[src/rtl/muldiv_seq_if.sv]
`timescale 1ns/1ps
// muldiv_seq_if: request (start/flush/op/operands) and response (busy/done/result/div_zero) of the mul/div unit.
interface muldiv_seq_if #(
  parameter int WIDTH = 32
);
  logic             start;
  logic             flush;
  logic [2:0]       op;
  logic [WIDTH-1:0] a;
  logic [WIDTH-1:0] b;
  logic             busy;
  logic             done;
  logic [WIDTH-1:0] result;
  logic             div_zero;

  modport master (
    output start, flush, op, a, b,
    input  busy, done, result, div_zero
  );

  modport slave (
    input  start, flush, op, a, b,
    output busy, done, result, div_zero
  );
endinterface

[src/rtl/muldiv_seq.sv]
`timescale 1ns/1ps
// muldiv_seq: shared radix-2 shift-add multiplier / restoring divider; MULDIV_EARLY_OUT_EN skips iteration on a zero operand.
// Latency: done in the cycle after edge E+WIDTH+2; start is ignored while busy (no queueing), flush cancels CALC/FIX.
module muldiv_seq #(
  parameter int WIDTH = 32,
  parameter int CNT_W = 6
) (
  input logic         clk,
  input logic         rst,
  muldiv_seq_if.slave bus
);

  typedef enum logic [1:0] {
    IDLE = 2'd0,
    CALC = 2'd1,
    FIX  = 2'd2,
    DONE = 2'd3
  } state_t;

  localparam logic [CNT_W-1:0] LAST = CNT_W'(WIDTH - 1);

  state_t             state;
  state_t             state_nxt;
  logic [CNT_W-1:0]   cnt;
  logic               is_div_q;
  logic               sel_hi_q;
  logic               sa_q;
  logic               sb_q;
  logic [WIDTH-1:0]   a_q;
  logic [WIDTH-1:0]   opb_q;
  logic [2*WIDTH-1:0] acc;
  logic [WIDTH-1:0]   res_q;
  logic               dz_q;
  logic [WIDTH-1:0]   result_q;
  logic               div_zero_q;
  logic               done_q;

  logic               in_signed;
  logic               a_neg;
  logic               b_neg;
  logic [WIDTH-1:0]   abs_a;
  logic [WIDTH-1:0]   abs_b;
  logic               accept;
  logic               early_out;

  assign in_signed = ~bus.op[1];
  assign a_neg     = in_signed & bus.a[WIDTH-1];
  assign b_neg     = in_signed & bus.b[WIDTH-1];
  assign abs_a     = a_neg ? -bus.a : bus.a;
  assign abs_b     = b_neg ? -bus.b : bus.b;
  assign accept    = bus.start & ~bus.flush;

`ifdef MULDIV_EARLY_OUT_EN
  // A zero operand makes both product and quotient/remainder zero; FIX handles b==0 overrides.
  assign early_out = (bus.a == '0) || (bus.b == '0);
`else
  assign early_out = 1'b0;
`endif

  // Multiply: acc = {partial product, remaining multiplier bits}, multiplier consumed LSB first.
  logic [WIDTH:0]     mul_sum;
  logic [2*WIDTH-1:0] mul_nxt;
  assign mul_sum = {1'b0, acc[2*WIDTH-1:WIDTH]} + {1'b0, opb_q};
  assign mul_nxt = acc[0] ? {mul_sum, acc[WIDTH-1:1]} : {1'b0, acc[2*WIDTH-1:1]};

  // Divide: acc = {remainder, dividend/quotient}; shifted remainder needs one extra bit.
  logic [WIDTH:0]     div_hi;
  logic               div_ge;
  logic [WIDTH-1:0]   div_sub;
  logic [2*WIDTH-1:0] div_nxt;
  assign div_hi  = acc[2*WIDTH-1:WIDTH-1];
  assign div_ge  = div_hi >= {1'b0, opb_q};
  assign div_sub = div_hi[WIDTH-1:0] - opb_q;
  assign div_nxt = {div_ge ? div_sub : div_hi[WIDTH-1:0], acc[WIDTH-2:0], div_ge};

  logic [2*WIDTH-1:0] prod_fix;
  logic [WIDTH-1:0]   quot_fix;
  logic [WIDTH-1:0]   rem_fix;
  logic               b_zero;
  logic [WIDTH-1:0]   fix_res;
  logic               fix_dz;

  assign prod_fix = (sa_q ^ sb_q) ? -acc : acc;
  assign quot_fix = (sa_q ^ sb_q) ? -acc[WIDTH-1:0] : acc[WIDTH-1:0];
  assign rem_fix  = sa_q ? -acc[2*WIDTH-1:WIDTH] : acc[2*WIDTH-1:WIDTH];
  assign b_zero   = (opb_q == '0);
  assign fix_dz   = is_div_q & b_zero;

  always_comb begin
    fix_res = '0;
    case ({is_div_q, sel_hi_q})
      2'b00:   fix_res = prod_fix[WIDTH-1:0];
      2'b01:   fix_res = prod_fix[2*WIDTH-1:WIDTH];
      2'b10:   fix_res = b_zero ? '1 : quot_fix;
      default: fix_res = b_zero ? a_q : rem_fix;
    endcase
  end

  always_ff @(posedge clk or posedge rst) begin
    if (rst) begin
      state <= IDLE;
    end else begin
      state <= state_nxt;
    end
  end

  always_comb begin
    state_nxt = state;
    case (state)
      IDLE: begin
        if (accept) begin
          state_nxt = early_out ? FIX : CALC;
        end
      end
      CALC: begin
        if (bus.flush) begin
          state_nxt = IDLE;
        end else if (cnt == LAST) begin
          state_nxt = FIX;
        end
      end
      FIX: begin
        state_nxt = bus.flush ? IDLE : DONE;
      end
      DONE: begin
        state_nxt = IDLE;
      end
      default: begin
        state_nxt = IDLE;
      end
    endcase
  end

  always_ff @(posedge clk or posedge rst) begin
    if (rst) begin
      cnt        <= '0;
      is_div_q   <= 1'b0;
      sel_hi_q   <= 1'b0;
      sa_q       <= 1'b0;
      sb_q       <= 1'b0;
      a_q        <= '0;
      opb_q      <= '0;
      acc        <= '0;
      res_q      <= '0;
      dz_q       <= 1'b0;
      result_q   <= '0;
      div_zero_q <= 1'b0;
      done_q     <= 1'b0;
    end else begin
      done_q <= (state == DONE);
      case (state)
        IDLE: begin
          if (accept) begin
            is_div_q <= bus.op[2];
            sel_hi_q <= bus.op[0];
            sa_q     <= a_neg;
            sb_q     <= b_neg;
            a_q      <= bus.a;
            opb_q    <= abs_b;
            cnt      <= '0;
            acc      <= early_out ? '0 : {{WIDTH{1'b0}}, abs_a};
          end
        end
        CALC: begin
          acc <= is_div_q ? div_nxt : mul_nxt;
          cnt <= cnt + CNT_W'(1);
        end
        FIX: begin
          res_q <= fix_res;
          dz_q  <= fix_dz;
        end
        DONE: begin
          // Outputs only change here, so a flushed op leaves the previous result intact.
          result_q   <= res_q;
          div_zero_q <= dz_q;
        end
        default: begin
        end
      endcase
    end
  end

  assign bus.busy     = (state != IDLE);
  assign bus.done     = done_q;
  assign bus.result   = result_q;
  assign bus.div_zero = div_zero_q;

endmodule

[src/flat_wrapper.sv]
// flat-port wrapper written by rule: the top's interface ports become plain ports
module muldiv_seq_flat 
#(
  parameter int WIDTH = 32,
  parameter int CNT_W = 6
)
  (clk, rst, bus_start, bus_flush, bus_op, bus_a, bus_b, bus_busy, bus_done, bus_result, bus_div_zero);
  muldiv_seq_if #(.WIDTH(WIDTH)) bus_i ();
  input logic clk;
  input logic rst;
  input wire logic [$bits(bus_i.start)-1:0] bus_start;
  input wire logic [$bits(bus_i.flush)-1:0] bus_flush;
  input wire logic [$bits(bus_i.op)-1:0] bus_op;
  input wire logic [$bits(bus_i.a)-1:0] bus_a;
  input wire logic [$bits(bus_i.b)-1:0] bus_b;
  output wire logic [$bits(bus_i.busy)-1:0] bus_busy;
  output wire logic [$bits(bus_i.done)-1:0] bus_done;
  output wire logic [$bits(bus_i.result)-1:0] bus_result;
  output wire logic [$bits(bus_i.div_zero)-1:0] bus_div_zero;
  assign bus_i.start = bus_start;
  assign bus_i.flush = bus_flush;
  assign bus_i.op = bus_op;
  assign bus_i.a = bus_a;
  assign bus_i.b = bus_b;
  assign bus_busy = bus_i.busy;
  assign bus_done = bus_i.done;
  assign bus_result = bus_i.result;
  assign bus_div_zero = bus_i.div_zero;
  muldiv_seq #(.WIDTH(WIDTH), .CNT_W(CNT_W)) u_core (.clk(clk), .rst(rst), .bus(bus_i));
endmodule
[config.mk]
export PLATFORM = sky130hd
export DESIGN_NAME = muldiv_seq_flat
export DESIGN_NICKNAME = d
export VERILOG_FILES = /design/src/rtl/muldiv_seq_if.sv /design/src/rtl/muldiv_seq.sv /design/src/flat_wrapper.sv
export SDC_FILE = /design/constraint.sdc
export NUM_CORES = 1
export LEC_CHECK = 0
export CORE_MARGIN = 8
export CORE_UTILIZATION = 65
export CTS_CLUSTER_SIZE = 20
export DETAILED_ROUTE_END_ITERATION = 16
export PLACE_DENSITY = 0.88
export RECOVER_POWER = 25
export SYNTH_ARGS = -nofsm -noshare
export SYNTH_HDL_FRONTEND = slang
export SYNTH_SLANG_ARGS = --single-unit
export TNS_END_PERCENT = 50
[constraint.sdc]
create_clock -name clk -period 17.15 [get_ports clk]
set_input_delay 2.5725 -clock clk [delete_from_list [all_inputs] [get_ports clk]]
set_output_delay 2.5725 -clock clk [all_outputs]
set_load 0.1 [all_outputs]
==> qor.yml, run 1 <==
status: "complete, but fails checks"
violations: "capacitance limit, slew limit"
firstDrtPassIters: 6
clk_latency_ns: 0.54
netlist_instances: 2105
drt_iter0_markers: 2075
ctsRootBufferMaster: "clkbuf_16"
finalCriticalPeriod_ns: 7.52
num_vias: 16380
pre_cts_slack_ns: 11.35
path_buf_inv: 2
ys_ff_latch: 207
overflow: 0
combPwrFrac: 0.523
drt-vias-per-instance: 6.70
synth_edf_count: 0
crit_path_end_kind: "asynchronous set/reset pin"
grt_pass1_vias: 15526
cts_tree: "yes"
yosys_warnings: 0
die_area_sq_um: 31100
p_per_area_nw_per_um2: 158
synthToLayoutAreaGrowth_pct: 11.5
tightest_slew_ns: 5.81
ctsHoldBuffers: 0
power_leakage_nw: 7.99
critPathMaxStageDelay_ns: 3.21
io_pins: 106
final_common_cell: "nand2_1"
io_buffers: 105
syn_avg_cell_area_sq_um: 7.95
stdcell_count: 2446
drc: 0
wl_per_cell_microns: 21.4
finClkSkew_ns: 0.0245
htreeDepth: 1
hold_class: "flop to flop"
postLayoutSetupSlackWorst_ns: 9.63
core-area_sq_um: 25300
synth_area_sq_um: 16700
cts.repair.resized: 0
seqPwrFrac: 0.274
num_rows: 58
start_util: 0.662
cts_buffers: 24
crit_type: "primary input to asynchronous set/reset pin"
cap_violations: 4
final_hold_viol_count: 0
p_sw_frac: 0.457
cp.arrival_ns: 6.47
pwr-share-clk: 0.203
async_flop_share: 1.00
multi_input_area_sq_um: 10700
num-fill-cells: 1924
grt_max_degree: 127
seqCellArea_sq_um: 5180
post-route-util: 0.739
drive_gt1_frac: 0.0558
synthesis.nets: 2247
cts.sinks: 207
grt_first_pass_wirelength_mm: 83.5
grt.total_usage: 0.329
maxSlewViolCount: 261
fp.dieW_microns: 176
clk_pin_slew_ns: 0.06
synth_ff_type: "dfrtp_1"
dp_cells: 2404
die_h_microns: 176
cp_cell_sequence: "dlygate4sd3_1, clkinvlp_2"
ir_worst_vdd_v: 0.000113
postCtsSetupRepairBufs: 0
ys_seq_area_frac: 0.310
ys_types: 73
finalSetupTns_ns: 0
timing.slew.headroom: -2.90
power_mw: 2.94
whs_ns: 0.474
cp_slowest_cell: "clkinvlp_2"
nets: 2242
final_cell_area_sq_um: 18700
cts_buffer_depth: 3
fin_crit_sh: 0.439
critical_path_required_ns: 16.09
place_area_sq_um: 17800
crit_fanout: 126
antenna_cells: 0
p_int_mw: 1.60
setup_viol: 0
most-common-layout-cells: "nand2_1, dfrtp_1, o21ai_0"
dp_hpwl_mm: 37.8
globalplace.congestion: 0.963
rsz0062_at_grt: "false"
wl_mm: 52.2
ant_nets: 0
antenna_found_initial: 2
crit_path_start_kind: "primary input"
crit_family: "buffers and inverters"
p_sw_mw: 1.35
fmax_mhz: 133
## synth_stat cells, types with 7 or more instances
cell type | count | area [sq um]
dfrtp_1 | 207 | 5180
a31oi_1 | 35 | 219
xor2_1 | 103 | 902
nor3_1 | 43 | 215
mux2i_1 | 59 | 591
o21ai_1 | 10 | 50.1
inv_1 | 62 | 233
o41ai_1 | 11 | 96.3
nand2_1 | 327 | 1230
or3_1 | 21 | 131
a221oi_1 | 15 | 131
nor2_1 | 118 | 443
o221ai_1 | 8 | 70.1
ha_1 | 69 | 863
or4_1 | 11 | 82.6
and2_1 | 7 | 43.8
xnor2_1 | 96 | 841
mux2_2 | 37 | 417
o211ai_1 | 40 | 300
o21a_1 | 7 | 52.6
clkbuf_1 | 134 | 503
nor4_1 | 28 | 175
and3_1 | 8 | 50.1
buf_2 | 9 | 45.0
buf_1 | 7 | 26.3
nand2b_1 | 25 | 156
a21o_1 | 26 | 195
nand3_1 | 27 | 135
nor2b_1 | 15 | 93.8
o21ai_0 | 200 | 1000
o21bai_1 | 7 | 52.6
a211oi_1 | 16 | 120
a21oi_1 | 176 | 881
nor3b_1 | 7 | 52.6
o31ai_1 | 25 | 188
nand4_1 | 15 | 93.8
## per-layer routing
layer  routed length [microns]  GRT usage  vias up
li1                          -          -     7523
met2                     23900      0.527      850
met4                      1910      0.112        2
met1                     21400      0.446     7840
met5                        13          0        -
met3                      5050     0.0534      165
## sequential cells by signal, indices dropped and copies added (netlist names)
register,count
u_core.dz_q,1
u_core.bus.div_zero,1
u_core.sa_q,1
u_core.state,2
u_core.bus.done,1
u_core.sb_q,1
u_core.a_q,32
u_core.opb_q,32
u_core.cnt,6
u_core.is_div_q,1
u_core.res_q,32
u_core.bus.result,32
u_core.acc,64
u_core.sel_hi_q,1
## power groups by stage
stage,clock (mW),sequential [mW],combinational [mW]
final,0.596,0.807,1.54
after global routing,0.617,0.819,1.69
after CTS,0.595,0.797,1.50
after detailed placement,0,0.804,1.49
after global placement,0,0.800,1.45
after floorplan,0,0.682,1.24
## worst paths after layout
path                                                 start                      endpoint  slack, ns  cells after the start
min in group asynchronous                              rst    u_core.acc[36]$_DFFE_PP0P_       4.31                      2
max in group clk                 u_core.acc[0]$_DFFE_PP0P_  u_core.res_q[28]$_DFFE_PP0N_       9.93                     12
worst min register to register  u_core.a_q[12]$_DFFE_PP0P_    u_core.a_q[12]$_DFFE_PP0P_       0.47                      2
worst max register to register   u_core.acc[0]$_DFFE_PP0P_  u_core.res_q[28]$_DFFE_PP0N_       9.93                     12
worst max-delay path                                   rst   u_core.is_div_q$_DFFE_PP0P_       9.63                      2
worst min-delay path            u_core.a_q[12]$_DFFE_PP0P_    u_core.a_q[12]$_DFFE_PP0P_       0.47                      2
## cells by family (layout without fill, tap and decap cells)
family | count (synthesis) | after routing | share of synthesized area
buf+inv | 218 | 229 | 0.0512
compound gates | 635 | 635 | 0.233
simple gates | 679 | 679 | 0.188
flops | 207 | 207 | 0.310
xor+xnor | 199 | 199 | 0.104
fa+ha+maj | 71 | 71 | 0.0540
mux | 96 | 96 | 0.0602
## cell type report
class	instances	share of cell area
repair buffers	124	0.0634
multi-input cells	1680	0.576
well taps	330	0.0221
clock buffers	33	0.0378
flip-flops and latches	207	0.278
inverters	63	0.0127
clock inverters	9	0.0105
Note: power is estimated with default switching activity, not from simulation.
==> run 2, diff against run 1 <==
--- a/config.mk
+++ b/config.mk
@@ -6,10 +6,10 @@
 export NUM_CORES = 1
 export LEC_CHECK = 0
 export CORE_MARGIN = 8
-export CORE_UTILIZATION = 65
+export CORE_UTILIZATION = 55
 export CTS_CLUSTER_SIZE = 20
 export DETAILED_ROUTE_END_ITERATION = 16
-export PLACE_DENSITY = 0.88
+export PLACE_DENSITY = 0.8
 export RECOVER_POWER = 25
 export SYNTH_ARGS = -nofsm -noshare
 export SYNTH_HDL_FRONTEND = slang
==> constraint.sdc (replaced) <==
create_clock -name clk -period 6.6 [get_ports clk]
set_input_delay 0.99 -clock clk [delete_from_list [all_inputs] [get_ports clk]]
set_output_delay 0.99 -clock clk [all_outputs]
set_load 0.1 [all_outputs]
==> run 2 against run 1 <==
Net effect: the run still ends with capacitance limit, slew limit left; sequential power grew to 2.6 times the previous value; utilization shrank 12 points; first-iteration DRC count is 22% lower; critical path type is now flop to flop; critical endpoint is now u_core.acc[48]$_DFFE_PP0P_; largest cell class unchanged; largest power group unchanged.
==> qor.yml, run 2 (synthesized netlist as in run 1, its figures left out) <==
post-route-util: 0.621  # -0.118
cp_cell_sequence: "ha_1, nand2_1, or3_1, nor3_1, a2111oi_0, o31a_2, buf_4, mux2i_1, a221oi_1, a21o_1"
r2r_slack_ns: 2.42  # -7.51 ns
synthToLayoutAreaGrowth_pct: 12.4
p_int_mw: 4.15  # +160%
crit_path_start_kind: "flop"
violations: "capacitance limit, slew limit"
p_sw_frac: 0.461  # +0.00338
cts_buffer_depth: 3  # unchanged
final_hold_viol_count: 0  # unchanged
power_leakage_nw: 8.01  # +0.26%
fp.dieW_microns: 190  # +7.9%
critical_path_required_ns: 7.03  # -9.06 ns
postLayoutSetupSlackWorst_ns: 2.42  # -7.21 ns
maxSlewViolCount: 104  # -60%
crit_fanout: 26  # -79%
p_sw_mw: 3.54  # +160%
die_h_microns: 190  # +7.9%
wl_mm: 53.7  # +2.9%
grt.total_usage: 0.288  # -0.0410
pre_cts_slack_ns: 2.50  # -8.85 ns
cap_violations: 4  # unchanged
timing.slew.headroom: -0.352  # +2.55
dp_hpwl_mm: 39.9  # +5.6%
num_rows: 64  # +10%
fmax_mhz: 239
drive_gt1_frac: 0.0580  # +0.00220
finalCriticalPeriod_ns: 4.18
pwr-share-clk: 0.202  # about the same
seqPwrFrac: 0.274  # about the same
io_buffers: 105  # unchanged
drt-vias-per-instance: 6.46  # -3.6%
num_vias: 16260  # -0.73%
multi_input_area_sq_um: 10700  # about the same
htreeDepth: 1  # unchanged
fin_crit_sh: 0.634
cts_tree: "yes"
start_util: 0.553  # -0.110
crit_type: "flop to flop"
tightest_slew_ns: 2.03  # -3.79 ns
crit_path_end_kind: "flop"
overflow: 0  # unchanged
cp.arrival_ns: 4.61  # -1.86 ns
wl_per_cell_microns: 21.3  # about the same
setup_viol: 0  # unchanged
rsz0062_at_grt: "false"
clk_latency_ns: 0.55  # about the same
finClkSkew_ns: 0.0157  # -0.00879 ns
final_cell_area_sq_um: 18800  # +0.77%
grt_max_degree: 130  # +2.4%
regMostFlops: "u_core.acc"
hp-start: "u_core.res_q[11]$_DFFE_PP0N_"
postCtsSetupRepairBufs: 0  # unchanged
ctsRootBufferMaster: "clkbuf_16"
finalSetupTns_ns: 0  # unchanged
cts_buffers: 25  # +4.2%
final_common_cell: "nand2_1"
io_pins: 106  # unchanged
drt_iter0_markers: 1621  # -22%
clk_pin_slew_ns: 0.07  # about the same
grt_first_pass_wirelength_mm: 84.8  # +1.6%
hold_class: "flop to flop"
r2r-start: "u_core.acc[52]$_DFFE_PP0P_"
core-area_sq_um: 30300  # +20%
ctsHoldBuffers: 0  # unchanged
p_per_area_nw_per_um2: 409  # +160%
ant_nets: 0  # unchanged
antenna_found_initial: 0  # -2
die_area_sq_um: 36300  # +16%
place_area_sq_um: 17900  # +0.58%
seqCellArea_sq_um: 5180  # unchanged
dp_cells: 2472  # +2.8%
combPwrFrac: 0.523  # about the same
critPathMaxStageDelay_ns: 0.93  # -2.28 ns
drc: 0  # unchanged
ir_worst_vdd_v: 0.000205  # +82%
cts.sinks: 207  # unchanged
firstDrtPassIters: 8  # +2
globalplace.congestion: 0.944  # -1.9%
status: "complete, but fails checks"
cp_slowest_cell: "a2111oi_0"
most-common-layout-cells: "nand2_1, dfrtp_1, o21ai_0"
grt_pass1_vias: 15413  # -0.73%
largest_register_ffs: 64  # unchanged
stdcell_count: 2518  # +2.9%
antenna_cells: 0  # unchanged
num-fill-cells: 2653  # +38%
nets: 2245  # +0.13%
cts.repair.resized: 0  # unchanged
crit_path_start: "u_core.acc[52]$_DFFE_PP0P_"
==> run 2: cell count changes in the layout (fill, tap and decap cells not counted), sizes merged <==
cell / change
buf: +4
clkbuf: -3
clkinv: -1
inv: +3
clkinvlp: +3
==> run 2: per-layer routing <==
metal,up-vias,wire [microns],GRT usage
li1,7528,-,-
met1,7788,21800,0.374
met2,784,25000,0.467
met3,160,3940,0.0346
met4,0,3000,0.150
met5,-,0,0
==> run 2: per-stage QoR <==
stage | power, mW | hold WS [ns]
final | 7.69 | 0.476
after CTS | 7.60 | 0.482
after floorplan | 4.99 | 0.437
after global placement | 5.94 | 0.456
after detailed placement | 6.01 | 0.466
after global routing | 8.16 | 0.506
==> run 2: final cells by class <==
cell class,instances,area share
Tap cell,396,0.0264
Clock buffer,32,0.0363
Sequential cell,207,0.276
Multi-Input combinational cell,1680,0.571
Clock inverter,14,0.0133
Timing Repair Buffer,126,0.0648
Inverter,63,0.0126
==> run 2: power by group through the flow <==
stage / clock network [mW] / logic (mW) / registers [mW]
floorplan: 0 / 3.22 / 1.77
global placement: 0 / 3.87 / 2.08
detailed placement: 0 / 3.91 / 2.10
CTS: 1.58 / 3.94 / 2.08
global route: 1.63 / 4.40 / 2.14
finish: 1.56 / 4.02 / 2.11
==> run 2: final timing paths <==
path                                                end  cells after the start
min in group asynchronous   u_core.opb_q[3]$_DFFE_PP0P_                      2
hold reg to reg            u_core.res_q[11]$_DFFE_PP0N_                      2
hold / removal             u_core.res_q[11]$_DFFE_PP0N_                      2
setup reg to reg             u_core.acc[48]$_DFFE_PP0P_                     10
max in group asynchronous   u_core.is_div_q$_DFFE_PP0P_                      3
setup / recovery             u_core.acc[48]$_DFFE_PP0P_                     10
==> run 2: critical path: cells and delay by family, from the launching register on <==
family	cells	cell delay, ns
compound gates	4	1.94
fa+ha+maj	1	0.39
buf+inv	1	0.44
flops	1	0.70
mux	1	0.24
simple gates	3	0.33
